[config.mk]
export PLATFORM = sky130hd
export DESIGN_NAME = game_sequencer_flat
export DESIGN_NICKNAME = d
export VERILOG_FILES = /design/src/rtl/game_sequencer_pkg.sv /design/src/rtl/game_sequencer_if.sv /design/src/rtl/game_sequencer_tick_divider.sv /design/src/rtl/game_sequencer.sv /design/src/flat_wrapper.sv
export SDC_FILE = /design/constraint.sdc
export NUM_CORES = 1
export LEC_CHECK = 0
export BUFFER_PORTS_ARGS = -buffer_cell sky130_fd_sc_hd__buf_2
export CORE_ASPECT_RATIO = 1.1
export CORE_MARGIN = 4
export CORE_UTILIZATION = 28
export CTS_BUF_LIST = sky130_fd_sc_hd__clkbuf_4 sky130_fd_sc_hd__clkbuf_8
export DETAILED_ROUTE_END_ITERATION = 8
export PLACE_DENSITY = 0.5
export SKIP_CTS_REPAIR_TIMING = 1
export SLEW_MARGIN = 20
export SYNTH_ARGS = -nofsm -noshare
export SYNTH_HDL_FRONTEND = slang
export SYNTH_HIERARCHICAL = 1
export SYNTH_SLANG_ARGS = --single-unit
[constraint.sdc]
create_clock -name clk_36MHz -period 3.11 [get_ports clk_36MHz]
set_input_delay 0.1555 -clock clk_36MHz [delete_from_list [all_inputs] [get_ports clk_36MHz]]
set_output_delay 0.1555 -clock clk_36MHz [all_outputs]
set_load 0.01 [all_outputs]
[src/rtl/game_sequencer_pkg.sv]
// Shared types for the game sequencer: FSM state codes and HUD counter widths.
// Ports: none (package only).
// Imported by the interface, the tick divider's parent and the bench.
package game_pkg;

  localparam int LIVES_W = 3;
  localparam int LEVEL_W = 3;

  // Codes are visible on the state output for the HUD/debug, so keep them fixed.
  typedef enum logic [2:0] {
    IDLE      = 3'd0,
    NEW_GAME  = 3'd1,
    PLAY      = 3'd2,
    DEATH     = 3'd3,
    WAVE_DONE = 3'd4,
    RESPAWN   = 3'd5,
    GAME_OVER = 3'd6
  } state_e;

endpackage

[src/rtl/game_sequencer_if.sv]
// Bundle between the game sequencer and the player/alien datapath.
// master: sequencer side (takes game events and score, drives ticks, clears, HUD).
// slave: datapath side. Optional hiscore signal exists only when HISCORE_EN is defined.
interface game_sequencer_if;
  import game_pkg::*;

  logic                 start_debounced;
  logic                 ship_hit;
  logic                 aliens_landed;
  logic                 wave_cleared;
  logic [7:0]           score;
  logic                 enable;
  logic                 march;
  logic                 clear;
  logic                 clear_score;
  logic                 playing;
  logic [LIVES_W-1:0]   lives;
  logic [LEVEL_W-1:0]   level;
  logic [2:0]           state;
`ifdef HISCORE_EN
  logic [7:0]           hiscore;
`endif

  modport master (
    input  start_debounced, ship_hit, aliens_landed, wave_cleared, score,
`ifdef HISCORE_EN
    output hiscore,
`endif
    output enable, march, clear, clear_score, playing, lives, level, state
  );

  modport slave (
    output start_debounced, ship_hit, aliens_landed, wave_cleared, score,
`ifdef HISCORE_EN
    input  hiscore,
`endif
    input  enable, march, clear, clear_score, playing, lives, level, state
  );

endinterface

[src/rtl/game_sequencer_tick_divider.sv]
// Free-running divider: enable_o is high for one cycle out of every DIV.
// Ports: clk_i, rst_i (sync, active-high), enable_o (high in the cycle the count wraps).
// No backpressure; runs regardless of game state.
module tick_divider #(
  parameter int DIV = 600000
) (
  input  logic clk_i,
  input  logic rst_i,
  output logic enable_o
);

  localparam int CNT_W = $clog2(DIV + 1);

  logic [CNT_W-1:0] cnt_q, cnt_d;
  logic             wrap;

  assign wrap     = (cnt_q == CNT_W'(DIV - 1));
  assign cnt_d    = wrap ? '0 : cnt_q + CNT_W'(1);
  assign enable_o = wrap;

  always_ff @(posedge clk_i) begin
    if (rst_i) begin
      cnt_q <= '0;
    end else begin
      cnt_q <= cnt_d;
    end
  end

endmodule

[src/rtl/game_sequencer.sv]
// Game controller: phases attract/play/death/wave-clear/game-over, counts lives and level,
// and produces the 60 Hz enable tick and the level-dependent alien march strobe.
// Ports: clk_36MHz, reset (sync, active-high), bus (game_sequencer_if.master).
// State/lives/level/clear are registered: one cycle from input event to change.
// Optional HISCORE_EN adds a persistent hiscore register on the bus.
module game_sequencer
  import game_pkg::*;
#(
  parameter int TICK_DIV    = 600000,
  parameter int LIVES_INIT  = 3,
  parameter int PAUSE_TICKS = 120,
  parameter int MARCH_BASE  = 30,
  parameter int MAX_LEVEL   = 7
) (
  input  logic                  clk_36MHz,
  input  logic                  reset,
  game_sequencer_if.master      bus
);

  localparam int PAUSE_W = $clog2(PAUSE_TICKS + 1);
  localparam int MARCH_W = $clog2(MARCH_BASE + 1);

  logic                 enable;
  state_e               state_q, state_d;
  logic [LIVES_W-1:0]   lives_q, lives_d;
  logic [LEVEL_W-1:0]   level_q, level_d;
  logic [PAUSE_W-1:0]   pause_q, pause_d;
  logic [MARCH_W-1:0]   march_q, march_d;
  logic [MARCH_W-1:0]   march_lim;
  logic                 march_fire;
  logic                 clear_q, clear_d;
  logic                 clear_score_q, clear_score_d;
  logic                 playing_q, playing_d;

  tick_divider #(
    .DIV (TICK_DIV)
  ) u_tick (
    .clk_i    (clk_36MHz),
    .rst_i    (reset),
    .enable_o (enable)
  );

  // Higher levels march faster: one pulse every (MARCH_BASE - level) ticks.
  assign march_lim  = MARCH_W'(MARCH_BASE - 1) - MARCH_W'(level_q);
  assign march_fire = enable && (state_q == PLAY) && (march_q == march_lim);

  always_comb begin
    march_d = march_q;
    if (clear_q) begin
      march_d = '0;
    end else if (enable && (state_q == PLAY)) begin
      march_d = march_fire ? '0 : march_q + MARCH_W'(1);
    end
  end

  always_comb begin
    state_d = state_q;
    lives_d = lives_q;
    level_d = level_q;
    pause_d = pause_q;

    case (state_q)
      IDLE, GAME_OVER: begin
        if (bus.start_debounced) begin
          state_d = NEW_GAME;
          lives_d = LIVES_W'(LIVES_INIT);
          level_d = '0;
        end
      end

      NEW_GAME: state_d = PLAY;

      PLAY: begin
        pause_d = '0;
        // Landing ends the game outright, even if the ship was also hit.
        if (bus.aliens_landed) begin
          state_d = GAME_OVER;
          lives_d = '0;
        end else if (bus.ship_hit) begin
          state_d = DEATH;
          lives_d = (lives_q != '0) ? lives_q - LIVES_W'(1) : '0;
        end else if (bus.wave_cleared) begin
          state_d = WAVE_DONE;
          level_d = (level_q >= LEVEL_W'(MAX_LEVEL)) ? LEVEL_W'(MAX_LEVEL)
                                                     : level_q + LEVEL_W'(1);
        end
      end

      DEATH, WAVE_DONE: begin
        if (enable) begin
          if (pause_q == PAUSE_W'(PAUSE_TICKS - 1)) begin
            pause_d = '0;
            if ((state_q == WAVE_DONE) || (lives_q != '0)) begin
              state_d = RESPAWN;
            end else begin
              state_d = GAME_OVER;
            end
          end else begin
            pause_d = pause_q + PAUSE_W'(1);
          end
        end
      end

      RESPAWN: state_d = PLAY;

      default: state_d = IDLE;
    endcase

    // Pulses are decoded from the next state so they line up with the state register.
    clear_d       = (state_d == NEW_GAME) || (state_d == RESPAWN);
    clear_score_d = (state_d == NEW_GAME);
    playing_d     = (state_d == PLAY);
  end

  always_ff @(posedge clk_36MHz) begin
    if (reset) begin
      state_q       <= IDLE;
      lives_q       <= '0;
      level_q       <= '0;
      pause_q       <= '0;
      march_q       <= '0;
      clear_q       <= 1'b0;
      clear_score_q <= 1'b0;
      playing_q     <= 1'b0;
    end else begin
      state_q       <= state_d;
      lives_q       <= lives_d;
      level_q       <= level_d;
      pause_q       <= pause_d;
      march_q       <= march_d;
      clear_q       <= clear_d;
      clear_score_q <= clear_score_d;
      playing_q     <= playing_d;
    end
  end

`ifdef HISCORE_EN
  logic [7:0] hiscore_q;

  // Score is captured on the cycle the game-over transition is taken.
  always_ff @(posedge clk_36MHz) begin
    if (reset) begin
      hiscore_q <= '0;
    end else if ((state_d == GAME_OVER) && (state_q != GAME_OVER) &&
                 (bus.score > hiscore_q)) begin
      hiscore_q <= bus.score;
    end
  end

  assign bus.hiscore = hiscore_q;
`endif

  assign bus.enable      = enable;
  assign bus.march       = march_fire;
  assign bus.clear       = clear_q;
  assign bus.clear_score = clear_score_q;
  assign bus.playing     = playing_q;
  assign bus.lives       = lives_q;
  assign bus.level       = level_q;
  assign bus.state       = state_q;

endmodule

[src/flat_wrapper.sv]
// flat-port wrapper written by rule: the top's interface ports become plain ports
module game_sequencer_flat import game_pkg::*;
#(
  parameter int TICK_DIV    = 600000,
  parameter int LIVES_INIT  = 3,
  parameter int PAUSE_TICKS = 120,
  parameter int MARCH_BASE  = 30,
  parameter int MAX_LEVEL   = 7
)
  (clk_36MHz, reset, bus_start_debounced, bus_ship_hit, bus_aliens_landed, bus_wave_cleared, bus_score, bus_enable, bus_march, bus_clear, bus_clear_score, bus_playing, bus_lives, bus_level, bus_state);
  game_sequencer_if bus_i ();
  input  logic clk_36MHz;
  input  logic reset;
  input wire logic [$bits(bus_i.start_debounced)-1:0] bus_start_debounced;
  input wire logic [$bits(bus_i.ship_hit)-1:0] bus_ship_hit;
  input wire logic [$bits(bus_i.aliens_landed)-1:0] bus_aliens_landed;
  input wire logic [$bits(bus_i.wave_cleared)-1:0] bus_wave_cleared;
  input wire logic [$bits(bus_i.score)-1:0] bus_score;
  output wire logic [$bits(bus_i.enable)-1:0] bus_enable;
  output wire logic [$bits(bus_i.march)-1:0] bus_march;
  output wire logic [$bits(bus_i.clear)-1:0] bus_clear;
  output wire logic [$bits(bus_i.clear_score)-1:0] bus_clear_score;
  output wire logic [$bits(bus_i.playing)-1:0] bus_playing;
  output wire logic [$bits(bus_i.lives)-1:0] bus_lives;
  output wire logic [$bits(bus_i.level)-1:0] bus_level;
  output wire logic [$bits(bus_i.state)-1:0] bus_state;
  assign bus_i.start_debounced = bus_start_debounced;
  assign bus_i.ship_hit = bus_ship_hit;
  assign bus_i.aliens_landed = bus_aliens_landed;
  assign bus_i.wave_cleared = bus_wave_cleared;
  assign bus_i.score = bus_score;
  assign bus_enable = bus_i.enable;
  assign bus_march = bus_i.march;
  assign bus_clear = bus_i.clear;
  assign bus_clear_score = bus_i.clear_score;
  assign bus_playing = bus_i.playing;
  assign bus_lives = bus_i.lives;
  assign bus_level = bus_i.level;
  assign bus_state = bus_i.state;
  game_sequencer #(.TICK_DIV(TICK_DIV), .LIVES_INIT(LIVES_INIT), .PAUSE_TICKS(PAUSE_TICKS), .MARCH_BASE(MARCH_BASE), .MAX_LEVEL(MAX_LEVEL)) u_core (.clk_36MHz(clk_36MHz), .reset(reset), .bus(bus_i));
endmodule
==> impl_metrics.json, run 1 <==
{
  "dp.final_hpwl_mm": 3.558,
  "htree_num_levels": 2,
  "worstPathArrival_ns": 2.18,
  "core_area_sq_um": 8083,
  "power.leakage_nw": 0.9273,
  "crit_top_cell": "nand2_1",
  "grt_antenna_before_repair": 0,
  "hold_path.startpoint": "reset",
  "synth_enable_flop_cells": 0,
  "reg2reg_depth": 8,
  "syn-cell-area_sq_um": 2362,
  "final.setup.tns_ns": 0,
  "ant_nets": 0,
  "drtIter0Drc": 33,
  "synth_cell_types": 60,
  "clkLatencyLatePin_ns": 0.30,
  "cp.required_ns": 2.95,
  "worstSetupStartpointType": "flip-flop",
  "synth_fp_nets": 283,
  "ys.flop_type": "dfxtp_1",
  "synthCells": 263,
  "path_cells": "and4_2, nand2_1, nor3_1, buf_4, nand2_1, nor3_2, buf_2",
  "drtPass1Iterations": 4,
  "status": "finished, final reports clean",
  "grt_pass1_wl_mm": 8.983,
  "die_x_microns": 95.58,
  "worstMarginPinSlew_ns": 0.7189,
  "fin_crit_sh_pct": 75.08,
  "cts_buffer_depth": 2,
  "cts_root_buf": "clkbuf_8",
  "yosysSeqAreaShare_pct": 37.29,
  "holdPathStages": 2,
  "final_area_sq_um": 2661,
  "path_delay_family": "simple AND/OR/NAND/NOR gates",
  "endpoint_kind": "output pin",
  "critical_path_class": "reg -> out",
  "max_freq_mhz": 428.3,
  "place_area_sq_um": 2546,
  "ys_ff_latch": 44,
  "start_util_pct": 29.23,
  "worst_path_largest_cell_delay_ns": 0.44,
  "path_max_fanout": 9,
  "grt_overflow_total": 0,
  "power.density_nw_per_um2": 500.9,
  "die_y_microns": 104.3,
  "vias": 1922,
  "port_buffers": 19,
  "wl_per_cell_microns": 12.92,
  "slew_headroom_pct": 52.04,
  "drt-total-wl_mm": 5.039,
  "ioPinCount": 28,
  "cap_viol_max_count": 0,
  "critPathSlowestCell": "dfxtp_1",
  "finalSetupViolCount": 0,
  "remaining_drc_errors": 0,
  "path_buf_inv": 2,
  "async_flop_share_pct": 0,
  "grt_pass1_vias": 1835,
  "drive_above_1_share_pct": 15.60,
  "irDropWorstVdd_uv": 191.3,
  "gp_congestion": 0.7425,
  "reg2reg_to": "u_core/pause_q[5]$_SDFFE_PP0P_",
  "n_antenna_cell": 0,
  "grt_start_max_net_pins": 21,
  "slew_violations": 0,
  "area_delta_synth_final_pct": 12.66,
  "rows": 34,
  "rrSetupSlack_ns": 0.80,
  "rsz0062_at_grt": "no",
  "clkTransAtPathRegs_ns": 0.10,
  "fin_crit_ns": 2.335,
  "grt_usage_pct": 10.97,
  "clock_sink_count": 44,
  "dieArea_sq_um": 9972,
  "cts_buffers": 5,
  "layoutNonFillerInstCount": 390,
  "nNetsFinal": 301,
  "hold_path.class": "in -> reg",
  "avgSynthCellArea_sq_um": 8.982,
  "clock_skew_ns": 0.01122,
  "vias_per_cell": 4.928,
  "hold_viol_final": 0,
  "cts_tree": "done",
  "post-place-cells": 382,
  "yosys_warnings": 6,
  "rr_startpoint": "u_core/u_tick/cnt_q[2]$_SDFF_PP0_",
  "hold-path-endpoint": "u_core/bus.level[2]$_SDFFE_PP0P_"
}
power breakdown:
part           switching, mW  total, mW  internal, mW  leakage (nW)
clock                  0.214      0.456         0.242        0.0548
sequential            0.0593      0.652         0.592         0.357
combinational          0.122      0.226         0.103         0.516
per-layer routing:
| layer | vias up | part of all wire [%] | global-route usage, % |
|---|---|---|---|
| met3 | 4 | 2.2 | 2.677 |
| li1 | 1020 | - | - |
| met4 | 0 | 0.71 | 3.049 |
| met1 | 880 | 52 | 15.32 |
| met2 | 18 | 45 | 16.64 |
| met5 | - | 0 | 0 |
area by class of cell:
cell class / count / area, sq um
Clock buffer: 5 / 68.82
Timing Repair Buffer: 20 / 102.6
Sequential cell: 44 / 880.8
Clock inverter: 3 / 46.29
Inverter: 6 / 22.52
Multi-Input combinational cell: 204 / 1405
Tap cell: 108 / 135.1
Fill cell: 869 / 5421
worst reg2reg max path, stage by stage, from the launching register on:
cell and delay, ns:
dfxtp_1 0.44, and4_2 0.31, nand2_1 0.10, nor3_1 0.21, buf_4 0.20, nand2b_1 0.13
a22oi_2 0.17, or4_1 0.53, a21oi_1 0.15
worst max path at each step:
stage | cells after the start | slack (ns) | end | from
after detailed placement | 8 | 0.84 | u_core/pause_q[5]$_SDFFE_PP0P_ | u_core/u_tick/cnt_q[2]$_SDFF_PP0_
after global routing | 7 | 0.58 | bus_march | u_core/u_tick/cnt_q[0]$_SDFF_PP0_
after CTS | 4 | 0.74 | bus_march | u_core/bus.state[1]$_SDFF_PP0_
after global placement | 8 | 0.86 | u_core/pause_q[5]$_SDFFE_PP0P_ | u_core/u_tick/cnt_q[2]$_SDFF_PP0_
final | 7 | 0.78 | bus_march | u_core/u_tick/cnt_q[2]$_SDFF_PP0_
after floorplan | 8 | 0.66 | u_core/pause_q[4]$_SDFFE_PP0P_ | u_core/u_tick/cnt_q[2]$_SDFF_PP0_
per-stage QoR:
stage	worst slack [ns]	util, %	hold WS [ns]	power, mW
CTS	0.7372	32.93	0.2544	1.365
floorplan	0.6608	-	0.2340	0.8309
global placement	0.8585	31.50	0.4650	0.8917
finish	0.7751	32.93	0.2572	1.333
global route	0.5752	32.93	0.2749	1.414
detailed placement	0.8400	31.50	0.4713	0.8937
kinds of logic (layout without fill, tap and decap cells):
group | after synthesis | count (layout) | synth area share [%]
compound gates | 47 | 47 | 15.15
xor+xnor | 24 | 24 | 8.898
fa+ha+maj | 6 | 6 | 3.178
buf+inv | 15 | 34 | 3.231
flops | 44 | 44 | 37.29
mux | 2 | 2 | 0.8475
simple gates | 125 | 125 | 31.41
state kept, by name, summed over array words and instances (netlist names):
name                    count
u_core/bus.state            3
u_core/bus.playing          1
u_core/u_tick/cnt_q        20
u_core/march_q              5
u_core/bus.lives            3
u_core/bus.clear            1
u_core/bus.level            3
u_core/bus.clear_score      1
u_core/pause_q              7
Yosys cell counts (3+ instances only):
cell       n  area share (%)
a21oi_1   11             2.3
dfxtp_1   44              37
nor2b_1    3            0.79
nor4_1     9             2.4
nand3b_1   3            0.95
buf_2      4            0.85
nor4b_1    4             1.5
nand2_1   18             2.9
inv_1      6            0.95
o21ai_0    7             1.5
ha_1       6             3.2
xnor2_1   11             4.1
o211ai_1   4             1.3
nand3_1   11             2.3
xor2_1    13             4.8
nand2b_1   4             1.1
and4_1     6             2.2
or3_1      3            0.79
o311a_1    3             1.3
nand4_1   11             2.9
nor3_1     8             1.7
nor2_1    26             4.1
cell usage in the layout (no fill, tap or decap), types with 3 or more instances in the layout:
| master | n |
|---|---|
| nor2_1 | 26 |
| o21ai_0 | 7 |
| nor4_1 | 9 |
| nand4_1 | 11 |
| dfxtp_1 | 44 |
| nor4b_1 | 4 |
| a21oi_1 | 11 |
| o311a_1 | 3 |
| or3_1 | 3 |
| nand2b_1 | 4 |
| nor2b_1 | 3 |
| and4_1 | 6 |
| nand3b_1 | 3 |
| nand3_1 | 11 |
| nand2_1 | 18 |
| buf_2 | 19 |
| xnor2_1 | 11 |
| nor3_1 | 8 |
| clkbuf_8 | 5 |
| xor2_1 | 13 |
| inv_1 | 6 |
| o211ai_1 | 4 |
| ha_1 | 6 |
Power figures use the tool's default switching activity.
==> run 2: changes to the inputs <==
--- a/config.mk
+++ b/config.mk
@@ -5,13 +5,14 @@
 export SDC_FILE = /design/constraint.sdc
 export NUM_CORES = 1
 export LEC_CHECK = 0
+export ABC_AREA = 1
 export BUFFER_PORTS_ARGS = -buffer_cell sky130_fd_sc_hd__buf_2
 export CORE_ASPECT_RATIO = 1.1
 export CORE_MARGIN = 4
 export CORE_UTILIZATION = 28
 export CTS_BUF_LIST = sky130_fd_sc_hd__clkbuf_4 sky130_fd_sc_hd__clkbuf_8
 export DETAILED_ROUTE_END_ITERATION = 8
-export PLACE_DENSITY = 0.5
+export PLACE_DENSITY = 0.52
 export SKIP_CTS_REPAIR_TIMING = 1
 export SLEW_MARGIN = 20
 export SYNTH_ARGS = -nofsm -noshare
==> constraint.sdc (replaced) <==
create_clock -name clk_36MHz -period 2.1 [get_ports clk_36MHz]
set_input_delay 0.105 -clock clk_36MHz [delete_from_list [all_inputs] [get_ports clk_36MHz]]
set_output_delay 0.105 -clock clk_36MHz [all_outputs]
set_load 0.01 [all_outputs]
==> run 2 against run 1 <==
- sequential share of layout area decreased by 0.97 points
- count of clock-buffer cells in the layout unchanged
- die area grew 2.5%
- cell count increased by 27%
- routed wire length is 7.3% higher
==> impl_metrics.json, run 2 <==
{
  "cts_buffers": 5,
  "setup_slack_ns": 0.1917,
  "port_buffers": 19,
  "cts_tree": "done",
  "n_antenna_cell": 0,
  "clkTransAtPathRegs_ns": 0.08,
  "synth_enable_flop_cells": 0,
  "cp-startpoint": "u_core/u_tick/cnt_q[1]$_SDFF_PP0_",
  "finalSetupViolCount": 0,
  "synthXorXnorAreaFrac_pct": 2.887,
  "core_area_sq_um": 8408,
  "fin_crit_ns": 1.908,
  "path_delay_family": "simple AND/OR/NAND/NOR gates",
  "wl_per_cell_microns": 10.92,
  "power.leakage_nw": 1.054,
  "ys_top_cells_by_area": "dfxtp_1 36%, nand2_1 13%, nor2_1 9.0%",
  "yosys_warnings": 6,
  "multi_input_area_sq_um": 1370,
  "synthAdderAreaFrac_pct": 3.093,
  "cap_viol_max_count": 0,
  "grt_pass1_vias": 2200,
  "pre_cts_ws_ns": 0.1681,
  "grt_usage_pct": 10.79,
  "final_cell_mix": "82 x nand2_1, 58 x nor2_1, 43 x dfxtp_1, 38 x inv_1, 26 x nand3_1",
  "p_seq_share_pct": 53.5,
  "synth_common_cells": "82 x nand2_1, 58 x nor2_1, 44 x dfxtp_1",
  "status": "finished, final reports clean",
  "clkLatencyLatePin_ns": 0.30,
  "synth_fp_nets": 380,
  "post-synth-top-area-cell": "dfxtp_1",
  "syn-cell-area_sq_um": 2427,
  "p_int_mw": 1.194,
  "rr_startpoint": "u_core/u_tick/cnt_q[1]$_SDFF_PP0_",
  "combPwrFrac_pct": 14.2,
  "ioPinCount": 28,
  "reg2reg_depth": 11,
  "fillers": 946,
  "final.setup.tns_ns": 0,
  "dp.final_hpwl_mm": 4.055,
  "path_cells": "ha_4, nand3_2, nor3_2, nand3_2, inv_2, nand2_2, nor2_1, nand2_1, inv_1, buf_2",
  "rrSetupSlack_ns": 0.28,
  "layout_commonest_cell": "nand2_1",
  "worstMarginPinSlew_ns": 0.4345,
  "slew_violations": 0,
  "fin_total_pwr_mw": 1.698,
  "clockPowerShare_pct": 32.3,
  "reg2reg_to": "u_core/pause_q[4]$_SDFFE_PP0P_",
  "largest-register": "u_core/u_tick/cnt_q",
  "clock_sink_count": 44,
  "area.sequential_sq_um": 882.1,
  "ys.flop_type": "dfxtp_1",
  "fin_crit_sh_pct": 90.87,
  "clock_skew_ns": 0.01669,
  "worst_path_largest_cell_delay_ns": 0.40,
  "drtPass1Iterations": 4,
  "async_flop_share_pct": 0,
  "avgSynthCellArea_sq_um": 6.743,
  "hold_path.class": "in -> reg",
  "vias_per_cell": 4.525,
  "grt_start_max_net_pins": 21,
  "dieArea_sq_um": 10220,
  "start_util_pct": 28.87,
  "synthCells": 360,
  "layoutNonFillerInstCount": 495,
  "post-place-cells": 486,
  "gp_congestion": 0.8573,
  "crit_cells": 10,
  "grt_pass1_wl_mm": 9.404,
  "top_regs": "u_core/u_tick/cnt_q x20, u_core/pause_q x7, u_core/march_q x5",
  "die_x_microns": 96.78,
  "synth_compound_area_share_pct": 10.52,
  "worstPathArrival_ns": 1.80,
  "grt_overflow_total": 0,
  "critical_path_class": "reg -> out",
  "cts_buffer_depth": 2,
  "crit_top_cell": "nand3_2",
  "hold_viol_final": 0,
  "irDropWorstVdd_uv": 257.4,
  "yosysSeqAreaShare_pct": 36.29,
  "max_freq_mhz": 524.0,
  "cp.required_ns": 2.00,
  "die_y_microns": 105.7,
  "rows": 35,
  "cts_root_buf": "clkbuf_8",
  "rsz0062_at_grt": "no",
  "slew_headroom_pct": 70.93,
  "nNetsFinal": 403,
  "path_buf_inv": 3,
  "yosys.area_share.simple_pct": 39.02,
  "ys_ff_latch": 44,
  "area_delta_synth_final_pct": 13.09,
  "remaining_drc_errors": 0,
  "grt_antenna_before_repair": 0,
  "synthMuxAreaShare_pct": 0,
  "worstSetupStartpointType": "flip-flop",
  "drtIter0Drc": 87,
  "synth_cell_types": 32,
  "critPathSlowestCell": "dfxtp_1",
  "largest_reg_flops": 20,
  "endpoint_kind": "output pin",
  "power.density_nw_per_um2": 618.5,
  "hold_slack_ns": 0.1013,
  "netlist.area_leader.share_pct": 36.29,
  "yosysMostFrequentCell": "nand2_1",
  "vias": 2240,
  "critPathCapture": "bus_march",
  "synth_top_family_by_area": "simple AND/OR/NAND/NOR gates",
  "switching_power_mw": 0.5035,
  "drt-total-wl_mm": 5.406,
  "swShare_pct": 29.66,
  "ant_nets": 0,
  "drive_above_1_share_pct": 16.41,
  "path_max_fanout": 6,
  "htree_num_levels": 2
}
run 2: how the worst min path moves through the flow:
stage                     cells past startpoint  slack (ns)  startpoint                               end
final                                         2        0.10       reset  u_core/bus.lives[2]$_SDFFE_PP0P_
after global routing                          2        0.09       reset  u_core/bus.lives[2]$_SDFFE_PP0P_
after CTS                                     2        0.09       reset    u_core/pause_q[1]$_SDFFE_PP0P_
after detailed placement                      2        0.41       reset    u_core/pause_q[1]$_SDFFE_PP0P_
after global placement                        2        0.41       reset    u_core/pause_q[1]$_SDFFE_PP0P_
after floorplan                               1        0.17       reset    u_core/pause_q[1]$_SDFFE_PP0P_
run 2: cell type report:
| class | instances | area share [%] |
|---|---|---|
| Clock buffer | 5 | 2.507 |
| Sequential cell | 44 | 32.13 |
| Multi-Input combinational cell | 269 | 49.91 |
| Inverter | 43 | 5.880 |
| Tap cell | 111 | 5.059 |
| Clock inverter | 3 | 0.7748 |
| Timing Repair Buffer | 20 | 3.737 |
run 2: power by group through the flow:
stage | Clock [mW] | Combinational [mW] | Sequential (mW)
2_1_floorplan | 0 | 0.166 | 0.930
3_5_place_dp | 0 | 0.239 | 0.925
5_1_grt | 0.613 | 0.275 | 0.914
3_3_place_gp | 0 | 0.241 | 0.925
6_report | 0.548 | 0.242 | 0.908
4_1_cts | 0.577 | 0.241 | 0.906
run 2: cell families after synthesis:
| logic type | Yosys count |
|---|---|
| AND/OR/NAND/NOR | 207 |
| AO/OA/AOI/OAI | 48 |
| buffers and inverters | 47 |
| flip-flops | 44 |
| XOR/XNOR | 8 |
| adder cells (fa/ha/maj) | 6 |
run 2: metrics by stage:
step | instance area, sq um | utilization, %
after global placement | 2624 | 31.21
after detailed placement | 2624 | 31.21
after CTS | 2714 | 32.28
after global routing | 2745 | 32.65
after floorplan | 2427 | -
final | 2745 | 32.65
run 2: layer usage:
layer  vias up  part of all wire [%]  global-route usage (%)
met5         -                     0                       0
met4         0                  0.78                   3.410
met3         5                   2.9                   2.581
met2        34                    48                   18.98
met1      1005                    48                   12.90
li1       1196                     -                       -
